File: src/rtl/seg_display_arbiter.sv
`default_nettype none
// ============================================================================
// Module      : seg_display_arbiter
// Description : Shares one eight-digit seven-segment display among four
//               requesters. Ownership is granted round-robin, and an owner
//               keeps the display for at least DWELL cycles before a waiting
//               requester can preempt it. All outputs are registered and feed
//               the seg0..seg7 inputs of the scan/decoder block.
// Ports       :
//   clk     in   1    system clock, all state updates on posedge
//   rst_n   in   1    synchronous reset, active low
//   req     in   4    level request per requester, held while wanted
//   data    in   128  data[32i+31:32i] = 8 BCD digits of requester i
//   grant   out  4    one-hot owner, all-zero when idle
//   owner   out  2    index of current owner (last owner when idle)
//   busy    out  1    high while an owner holds the display
//   digits  out  32   digits[4k+3:4k] -> seg k, all-ones = blank
// Revision    : 1.0  initial release
// ============================================================================
module seg_display_arbiter #(
  parameter int DWELL = 100_000_000,
  parameter int CW    = 27
) (
  input  logic         clk,
  input  logic         rst_n,
  input  logic [3:0]   req,
  input  logic [127:0] data,
  output logic [3:0]   grant,
  output logic [1:0]   owner,
  output logic         busy,
  output logic [31:0]  digits
);

  localparam logic [31:0]   BLANK     = 32'hFFFF_FFFF;
  localparam logic [CW-1:0] DWELL_MAX = CW'(DWELL - 1);

  typedef enum logic [0:0] {
    IDLE = 1'b0,
    HOLD = 1'b1
  } state_t;

  state_t        state_q, state_n;
  logic [3:0]    grant_q, grant_n;
  logic [1:0]    owner_q, owner_n;
  logic          busy_q,  busy_n;
  logic [31:0]   digits_q, digits_n;
  logic [CW-1:0] cnt_q,   cnt_n;
  logic [1:0]    rr_q,    rr_n;

  logic [31:0]   lane [4];
  logic [3:0]    cand;
  logic          found;
  logic [1:0]    win;

  always_comb begin
    for (int i = 0; i < 4; i++) begin
      lane[i] = data[32*i +: 32];
    end
  end

  // Candidates exclude the current owner while holding, so a handover or
  // preemption always moves the display to a different requester.
  always_comb begin
    logic [1:0] idx;
    idx   = '0;
    found = 1'b0;
    win   = rr_q;
    cand  = (state_q == HOLD) ? (req & ~(4'b0001 << owner_q)) : req;
    for (int i = 0; i < 4; i++) begin
      idx = rr_q + 2'(i);
      if (!found && cand[idx]) begin
        found = 1'b1;
        win   = idx;
      end
    end
  end

  always_comb begin
    state_n  = state_q;
    grant_n  = grant_q;
    owner_n  = owner_q;
    busy_n   = busy_q;
    digits_n = digits_q;
    cnt_n    = cnt_q;
    rr_n     = rr_q;

    unique case (state_q)
      IDLE: begin
        if (found) begin
          state_n  = HOLD;
          grant_n  = 4'b0001 << win;
          owner_n  = win;
          busy_n   = 1'b1;
          digits_n = lane[win];
          cnt_n    = DWELL_MAX;
          rr_n     = win + 2'd1;
        end
      end
      HOLD: begin
        // A released owner hands over at once; a still-requesting owner is
        // only displaced once its dwell has expired and someone is waiting.
        if ((!req[owner_q] || cnt_q == '0) && found) begin
          grant_n  = 4'b0001 << win;
          owner_n  = win;
          digits_n = lane[win];
          cnt_n    = DWELL_MAX;
          rr_n     = win + 2'd1;
        end else if (!req[owner_q]) begin
          state_n  = IDLE;
          grant_n  = 4'b0000;
          busy_n   = 1'b0;
          digits_n = BLANK;
        end else begin
          digits_n = lane[owner_q];
          if (cnt_q != '0) begin
            cnt_n = cnt_q - CW'(1);
          end
        end
      end
      default: begin
        state_n = IDLE;
      end
    endcase
  end

  always_ff @(posedge clk) begin
    if (!rst_n) begin
      state_q  <= IDLE;
      grant_q  <= 4'b0000;
      owner_q  <= 2'd0;
      busy_q   <= 1'b0;
      digits_q <= BLANK;
      cnt_q    <= '0;
      rr_q     <= 2'd0;
    end else begin
      state_q  <= state_n;
      grant_q  <= grant_n;
      owner_q  <= owner_n;
      busy_q   <= busy_n;
      digits_q <= digits_n;
      cnt_q    <= cnt_n;
      rr_q     <= rr_n;
    end
  end

  assign grant  = grant_q;
  assign owner  = owner_q;
  assign busy   = busy_q;
  assign digits = digits_q;

endmodule
`default_nettype wire

File: config.mk
export PLATFORM = sky130hd
export DESIGN_NAME = seg_display_arbiter
export DESIGN_NICKNAME = d
export VERILOG_FILES = /design/src/rtl/seg_display_arbiter.sv
export SDC_FILE = /design/constraint.sdc
export NUM_CORES = 1
export LEC_CHECK = 0
export CAP_MARGIN = 20
export CELL_PAD_IN_SITES_DETAIL_PLACEMENT = 1
export CELL_PAD_IN_SITES_GLOBAL_PLACEMENT = 1
export CORE_ASPECT_RATIO = 2
export CORE_UTILIZATION = 36
export DETAILED_ROUTE_END_ITERATION = 7
export MAX_ROUTING_LAYER = met4
export PLACE_DENSITY_LB_ADDON = 0.1
export SLEW_MARGIN = 20
export SYNTH_ARGS = -nofsm -noshare
export SYNTH_HDL_FRONTEND = slang
export SYNTH_SLANG_ARGS = --single-unit
File: constraint.sdc
create_clock -name clk -period 3.8 [get_ports clk]
set_clock_uncertainty 0.05 [all_clocks]
set_input_delay 0.38 -clock clk [delete_from_list [all_inputs] [get_ports clk]]
set_output_delay 0.38 -clock clk [all_outputs]
set_load 0.05 [all_outputs]
Word level (Yosys, flattened, before mapping)

Index checks and enable logic that the tools add are counted.

Flip-flop bits (word level): 69
Input port bits: 134
Output and inout bits: 39
Word-level logic and storage cells: 99

$add $sub $neg: 5
$lt $le $gt $ge: 7
Eq/ne operators: 7
Shift-type cells: 2
Mux-type cells: 51
Bitwise gates (word level): 5
Reductions and logical operators: 15

Operators by type and width:

| cell                    | count |
|---|---|
| $mux W32                | 7 |
| $bmux W32 S2            | 2 |
| $mux W27                | 4 |
| $pmux W32 S2            | 1 |
| $pmux W27 S2            | 1 |
| $logic_not A27 Y1       | 1 |
| $reduce_bool A27 Y1     | 1 |
| $sub A27 B1 Y27 const B | 1 |
| $mux W4                 | 4 |
| $lt A2 B3 Y1 const B    | 5 |
| $mux W1                 | 15 |
| $mux W2                 | 7 |
| $bmux W1 S2             | 5 |
| $pmux W2 S2             | 2 |
| $pmux W4 S2             | 1 |
| $shl A1 B2 Y4 const A   | 2 |
| $ge A3 B3 Y1 const B    | 2 |
| $ne A2 B2 Y1 const B    | 3 |
| $ne A3 B1 Y1 const B    | 2 |
| $not A2 Y3              | 2 |
| $reduce_and A3 Y1       | 2 |
| $add A2 B1 Y2 const B   | 2 |
| $add A2 B2 Y2 const B   | 2 |
| $and A4 B4 Y4           | 1 |
| other kinds (9)         | 17 |

Logic depth before layout (Yosys ltp)

Gate-level depths: netlist (run 1).

Word-level depth: 22
Depth in mapped cells: 11
Gate-level depth less buffers: 8

Least setup slack after synthesis (run 1)

Ideal clock, no wire load.

Kind: flip-flop to flip-flop
Start: register owner_q[1] (netlist: owner[1])
End: register digits_q[10] (netlist: digits[10])
Library setup time: 0.142 ns
Arrival time: 2.643 ns
Path slack: 0.965 ns
Cell stages (with the launch flop): 10
Buffers on the path: 2
Period minus slack after synthesis: 2.835 ns
Cells stage by stage: dfxtp_1 buf_1 nand3_1 o311a_1 a211o_1 nand3_1 inv_1 nor3_1 clkbuf_1 a221oi_1

Longest elaborated chain between the ends: 22

Ends and longest elaborated chain:

| element                                      | line    | source |
|---|---|---|
| from (decl)                                  | 44      | `logic [1:0] owner_q, owner_n;` |
| from (signal assigned)                       | 138     | `owner_q <= owner_n;` |
| $shl A1 B2 Y4                                | 68      | `cand = (state_q == HOLD) ? (req & ~(4'b0001 << owner_q)) : req;` |
| $not A4 Y4                                   | 68      |  |
| $and A4 B4 Y4                                | 68      |  |
| $mux W4                                      | 68      |  |
| $bmux W1 S2                                  | 71      | `if (!found && cand[idx]) begin` |
| $mux W1 (not written as such)                | 71      |  |
| $mux W1                                      | 71      |  |
| $logic_not A1 Y1                             | 71      |  |
| (+5 left out)                                | n/a     |  |
| $logic_not A1 Y1                             | 71      |  |
| $logic_and A1 B1 Y1                          | 71      |  |
| $mux W2                                      | 71      |  |
| $not A2 Y3 (not written as such)             | 94, 105 |  |
| $bmux W32 S2                                 | 94, 105 |  |
| $mux W32 (not written as such) (2 in series) | 94, 105 |  |
| $mux W32, on equally long branches           | 102, 89 |  |
| $pmux W32 S2                                 | 87      | `unique case (state_q)` |
| to (signal assigned)                         | 140     | `digits_q <= digits_n;` |
| to (decl)                                    | 46      | `logic [31:0] digits_q, digits_n;` |

Parallel ways exist; a longest one is shown, timed or not. The select of a mux whose other input is x is not followed.
A chain may end at the register's enable or synchronous reset.

Worst setup path after layout (run 1)

Start: register owner_q[0] (netlist: owner[0])
End: register digits_q[17] (netlist: digits[17])

The elaborated chain is that of the path after synthesis.

==> flow_summary.ini, run 1 <==
[synthesis]
synth_seq_cells = 69
seq_area_frac_synth = 0.292
synth_top_area_cell = dfxtp_1
synth_top_area_frac = 0.292
async_flop_share = 0
synth_edf_count = 0
synthCells = 479
synthTopCellsByArea = dfxtp_1, mux4_2, mux2i_1
synth_ff_type = dfxtp_1
ys.warnings.count = 0
ys_types = 54
synthTopCellsByCount = dfxtp_1, mux2i_1, o22ai_1
synth_nets = 618
postSynthAreaPerCell_sq_um = 9.88
syn-cell-area_sq_um = 4730
synth_most_common_cell = dfxtp_1

[drt]
post_drt_wl_per_cell_microns = 22.5
viasPerCell = 6.18
drc = 0
drt-initial-drc-count = 166
wirelength_microns = 17800
drt-pass1-iter-count = 4
ant_nets = 0
num_vias = 4886

[finish]
final_cells = 790
n_antenna_cell = 0
drive_gt1_frac = 0.128
nets = 774
area_growth_syn_to_layout_pct = 47.8

[pwr]
leakage_nw = 2.55
p_sw_frac = 0.424
p_clk_frac = 0.204
ir_worst_vdd_mv = 0.537
switching_power_mw = 1.99
power_frac_comb = 0.559
p_seq_frac = 0.237
p_int_mw = 2.70
power_density_nw_per_um2 = 671

[floorplan]
rows = 58
die_w_microns = 83.1
core_sq_um = 12700
ios = 173
fp.dieH_microns = 164
dieArea_sq_um = 13600
start_util = 0.373

[clock_tree]
cts_inserted_buffers = 9
cts_setup_buffers = 0
cts_hold_buf = 0
clock-sinks = 69
clk_latency_ns = 0.33
cts_resized = 0
cts_tree = built
cts_buffer_depth = 2
cts.clk_slew.worst_paths_ns = 0.06
cts_root_buf = clkbuf_16
cts_max_level = 3

[worst_setup_path]
cp_max_fo = 64
r2r_slack_ns = 0.82
reg2reg_from = owner[0]
cp-end-kind = register
r2r-end = digits[17]
critPathLaunchType = register
cp_cell_sequence = buf_4 > nand3_1 > a22o_1 > o211ai_1 > and3_1 > clkinv_2 > buf_12 > mux2i_1 > a221oi_1
critPathKind = register to register
cpMaxStageDelayCell = dfxtp_2
worstRegToRegCells = 9
arrival_ns = 3.16
slowest_delay_ns = 0.50
critical_path_required_ns = 3.98

[outcome]
status = finished clean

[sta]
period_share = 0.784
hold_violations = 0
setup_viol = 0
max-slew-margin-rel = 0.581
tns_ns = 0
clock.fmax_mhz = 336
rsz0062_at_grt = false
period_needed_ns = 2.98
worst_slew_pin_slew_ns = 0.628
final_max_slew_viol_count = 0

[run]
cap_violations = 0

[worst_hold_path]
hp-class = register to register
whs_path_depth = 2
whs_endpoint = grant[2]
hp-start = grant[2]

[global_route]
gr-total-overflow = 0
grt_pass1_vias = 5329
grt_antenna_before_repair = 0
grtUsageTotal = 0.274
grt_max_degree = 65
grt_pass1_wl_microns = 28700

[placed_design]
dp_hpwl_microns = 13200
place_inst = 774
port_buffers = 172
routabilityCongestion = 0.890
placed cells by master (no fill, tap or decap), types with 3 or more instances in the layout:
cell type and count:
o21ai_0 11, nor2_1 21, nand2_1 20, mux4_2 33, buf_4 11, a311oi_1 8, o22ai_1 35, clkbuf_16 9
xnor2_1 4, ha_1 5, a21oi_1 27, bufinv_16 3, mux2i_1 64, or3_1 5, dfxtp_1 67, nor4_1 4
a221oi_1 33, a211oi_1 7, inv_1 6, o211ai_1 5, nand2b_1 8, clkdlybuf4s50_1 172, a211o_1 3, nand3_1 12
buf_12 5, xor2_1 4, o221a_2 3, nor3_1 10
logic make-up (layout without fill, tap and decap cells):
logic type	after synthesis	count (layout)	synth area share
mux	98	98	0.295
xor+xnor	8	8	0.0148
simple gates	102	102	0.116
flops	69	69	0.292
buf+inv	50	211	0.0449
compound gates	147	147	0.225
fa+ha+maj	5	5	0.0132
layer usage:
metal / up-vias / GRT usage / wire length (microns)
li1: 2248 / - / -
met1: 2463 / 0.282 / 6600
met2: 148 / 0.522 / 10000
met3: 27 / 0.0407 / 744
met4: 0 / 0.0948 / 439
met5: - / - / 0
sequential cells by signal, summed over array words and instances (netlist names):
register	count
rr_q	2
cnt_q	27
busy	1
digits	32
owner	2
state_q	1
grant	4
how the worst max path moves through the flow:
stage	start	end	slack [ns]	cells after the start
2_1_floorplan	owner[1]	digits[10]	0.97	9
5_1_grt	owner[1]	digits[28]	0.49	9
4_1_cts	owner[1]	digits[14]	0.76	9
3_3_place_gp	owner[0]	digits[16]	0.89	9
3_5_place_dp	owner[1]	digits[14]	0.76	9
6_report	owner[0]	digits[17]	0.82	9
final cells by class:
class,count,area (sq um)
repair buffers,188,1900
clock inverters,6,111
multi-input cells,360,3150
inverters,7,27.5
clock buffers,10,229
fillers,1401,5710
flip-flops and latches,69,1380
well taps,150,188
worst max-delay path, delay by kind of cell, from the launching register on:
family                 cells  cell delay [ns]
buffers and inverters      3             0.89
AND/OR/NAND/NOR            2             0.52
AO/OA/AOI/OAI              3             0.69
flip-flops                 1             0.50
multiplexers               1             0.18
per-stage QoR:
| step | hold WS (ns) | instance area, sq um | setup slack (ns) | util | total power, mW |
|---|---|---|---|---|---|
| 4_1_cts | 0.435 | 6990 | 0.756 | 0.551 | 4.74 |
| 3_3_place_gp | 0.411 | 6650 | 0.888 | 0.524 | 3.69 |
| 3_5_place_dp | 0.425 | 6650 | 0.757 | 0.524 | 3.76 |
| 6_report | 0.432 | 6990 | 0.822 | 0.551 | 4.69 |
| 5_1_grt | 0.456 | 6990 | 0.494 | 0.551 | 4.93 |
| 2_1_floorplan | 0.400 | 4730 | 0.965 | - | 2.89 |
power by group through the flow:
stage	clock (mW)	sequential [mW]	combinational (mW)
floorplan	0	1.64	1.24
finish	0.959	1.11	2.62
detailed placement	0	1.13	2.64
CTS	0.984	1.11	2.64
global placement	0	1.11	2.58
global route	1.02	1.14	2.77
No activity file was read; power rests on OpenSTA's default activity.
==> inputs of run 2 (changes only) <==
--- a/config.mk
+++ b/config.mk
@@ -9,7 +9,7 @@
 export CELL_PAD_IN_SITES_DETAIL_PLACEMENT = 1
 export CELL_PAD_IN_SITES_GLOBAL_PLACEMENT = 1
 export CORE_ASPECT_RATIO = 2
-export CORE_UTILIZATION = 36
+export CORE_UTILIZATION = 30
 export DETAILED_ROUTE_END_ITERATION = 7
 export MAX_ROUTING_LAYER = met4
 export PLACE_DENSITY_LB_ADDON = 0.1
==> constraint.sdc (replaced) <==
create_clock -name clk -period 2.67 [get_ports clk]
set_clock_uncertainty 0.05 [all_clocks]
set_input_delay 0.267 -clock clk [delete_from_list [all_inputs] [get_ports clk]]
set_output_delay 0.267 -clock clk [all_outputs]
set_load 0.05 [all_outputs]
==> run 2 against run 1 <==
Effect of this change: wire length increased by 8.3%; cell area increased by 3.8%; clock power increased by 26%; cell count increased by 9.9%; largest power group unchanged; non-clock buffer count increased by 26; clock-buffer cell count unchanged; register-to-register slack got worse by 0.75 ns; hold slack got worse by 0.0062 ns; setup slack got worse by 0.75 ns; power increased by 42%.
==> flow_summary.ini, run 2 (synthesis results as in run 1) <==
[floorplan]
dieArea_sq_um = 16300
start_util = 0.308
ios = 173
fp.dieH_microns = 180
rows = 64
core_sq_um = 15400
die_w_microns = 90.8

[sta]
max-slew-margin-rel = 0.546
setup_viol = 0
clock.fmax_mhz = 386
period_needed_ns = 2.59
period_share = 0.971
worst_slew_pin_slew_ns = 0.681
hold_violations = 0
final_max_slew_viol_count = 0

[drt]
drt-pass1-iter-count = 5
drc = 0
wirelength_microns = 19300
post_drt_wl_per_cell_microns = 22.2
num_vias = 4989
drt-initial-drc-count = 138
ant_nets = 0
viasPerCell = 5.75

[worst_setup_path]
critical_path_required_ns = 2.85
critPathLaunchType = register
critPathKind = register to register
r2r_slack_ns = 0.08
reg2reg_from = cnt_q[4]
arrival_ns = 2.77
r2r-end = digits[25]
worstRegToRegCells = 10
cp-end-kind = register
cp_max_fo = 16

[worst_hold_path]
hp-start = grant[1]
hp-class = register to register
whs_endpoint = grant[1]
whs_path_depth = 2

[pwr]
power_density_nw_per_um2 = 919
total_power_mw = 6.67
ir_worst_vdd_mv = 0.318
leakage_nw = 2.68

[global_route]
grt_pass1_wl_microns = 29700
grt_max_degree = 38
grtUsageTotal = 0.238
gr-total-overflow = 0
grt_antenna_before_repair = 4
grt_pass1_vias = 5376

[clock_tree]
clk_latency_ns = 0.34
cts_buffer_depth = 2
clock-sinks = 69
cts_hold_buf = 0
cts_root_buf = clkbuf_16
cts_inserted_buffers = 9
cts.clk_slew.worst_paths_ns = 0.06
cts_tree = built
cts_max_level = 3

[finish]
fillers = 1742
area_growth_syn_to_layout_pct = 53.4
nets = 800
drive_gt1_frac = 0.171
final_cell_mix = clkdlybuf4s50_1, dfxtp_1, mux2i_1
fin_util = 0.472
largest_register_ff_count = 32
layout_commonest_cell = clkdlybuf4s50_1

[placed_design]
dp_hpwl_microns = 13900
routabilityCongestion = 0.851
port_buffers = 172

[run]
cap_violations = 0

[outcome]
status = finished clean
-- run 2: cell types whose count changed in the layout (fill, tap and decap cells not counted), sizes merged --
cell,delta
clkinv,+1
buf,+26
diode,+4
clkinvlp,+1
clkdlybuf4s50,-1
clkbuf,+1
bufinv,-2
-- run 2: repair_timing --
item                       CTS  global route
setup endpoints to repair   24            35
buffers inserted             0             3
gates cloned                 0             2
pin swaps                    0             2
resized for setup            1            12
-- run 2: worst max path at each step --
stage,from,endpoint,cells after the start
finish,cnt_q[4],digits[25],10
global route,cnt_q[4],digits[25],10
CTS,cnt_q[0],digits[0],10
detailed placement,req[2],digits[0],9
global placement,req[2],digits[17],8
floorplan,owner[1],digits[10],9
-- run 2: layout make-up --
class,instances,area (sq um),area share
repair buffers,214,2110,0.291
clock buffers,10,229,0.0315
clock inverters,6,63.8,0.00879
inverters,7,27.5,0.00379
flip-flops and latches,69,1380,0.191
well taps,198,248,0.0341
multi-input cells,360,3190,0.439
diodes,4,10.0,0.00138
-- run 2: per-layer routing --
| layer | global-route usage | vias to the layer above | share of wire |
|---|---|---|---|
| met5 | - | - | 0 |
| met4 | 0.0984 | 0 | 0.030 |
| met3 | 0.0402 | 29 | 0.039 |
| met2 | 0.439 | 144 | 0.56 |
| met1 | 0.245 | 2504 | 0.38 |
| li1 | - | 2312 | - |
-- run 2: power by group --
part | total [mW] | internal, mW | switching [mW]
logic | 3.90 | 1.70 | 2.20
registers | 1.56 | 1.33 | 0.226
clock network | 1.21 | 0.722 | 0.492
-- run 2: per-stage QoR --
stage	cell area, sq um	std cells	hold WS, ns	setup slack [ns]	setup TNS [ns]
3_3_place_gp	6870	843	0.413	0.0835	0
6_report	7260	868	0.426	0.0765	0
4_1_cts	7170	859	0.432	0.00427	0
3_5_place_dp	6870	843	0.421	-0.0442	-0.258
5_1_grt	7260	868	0.451	-0.0121	-0.0121
2_1_floorplan	4740	479	0.400	0.0426	0
-- run 2: worst max-delay path, cell delays in order (launching register included) --
cell and delay (ns):
dfxtp_1 0.31, or4_4 0.54, buf_4 0.17, nor4_2 0.21
buf_4 0.17, nand3_1 0.10, o211ai_1 0.20, buf_4 0.18
buf_6 0.21, o22ai_1 0.10, a221oi_1 0.25
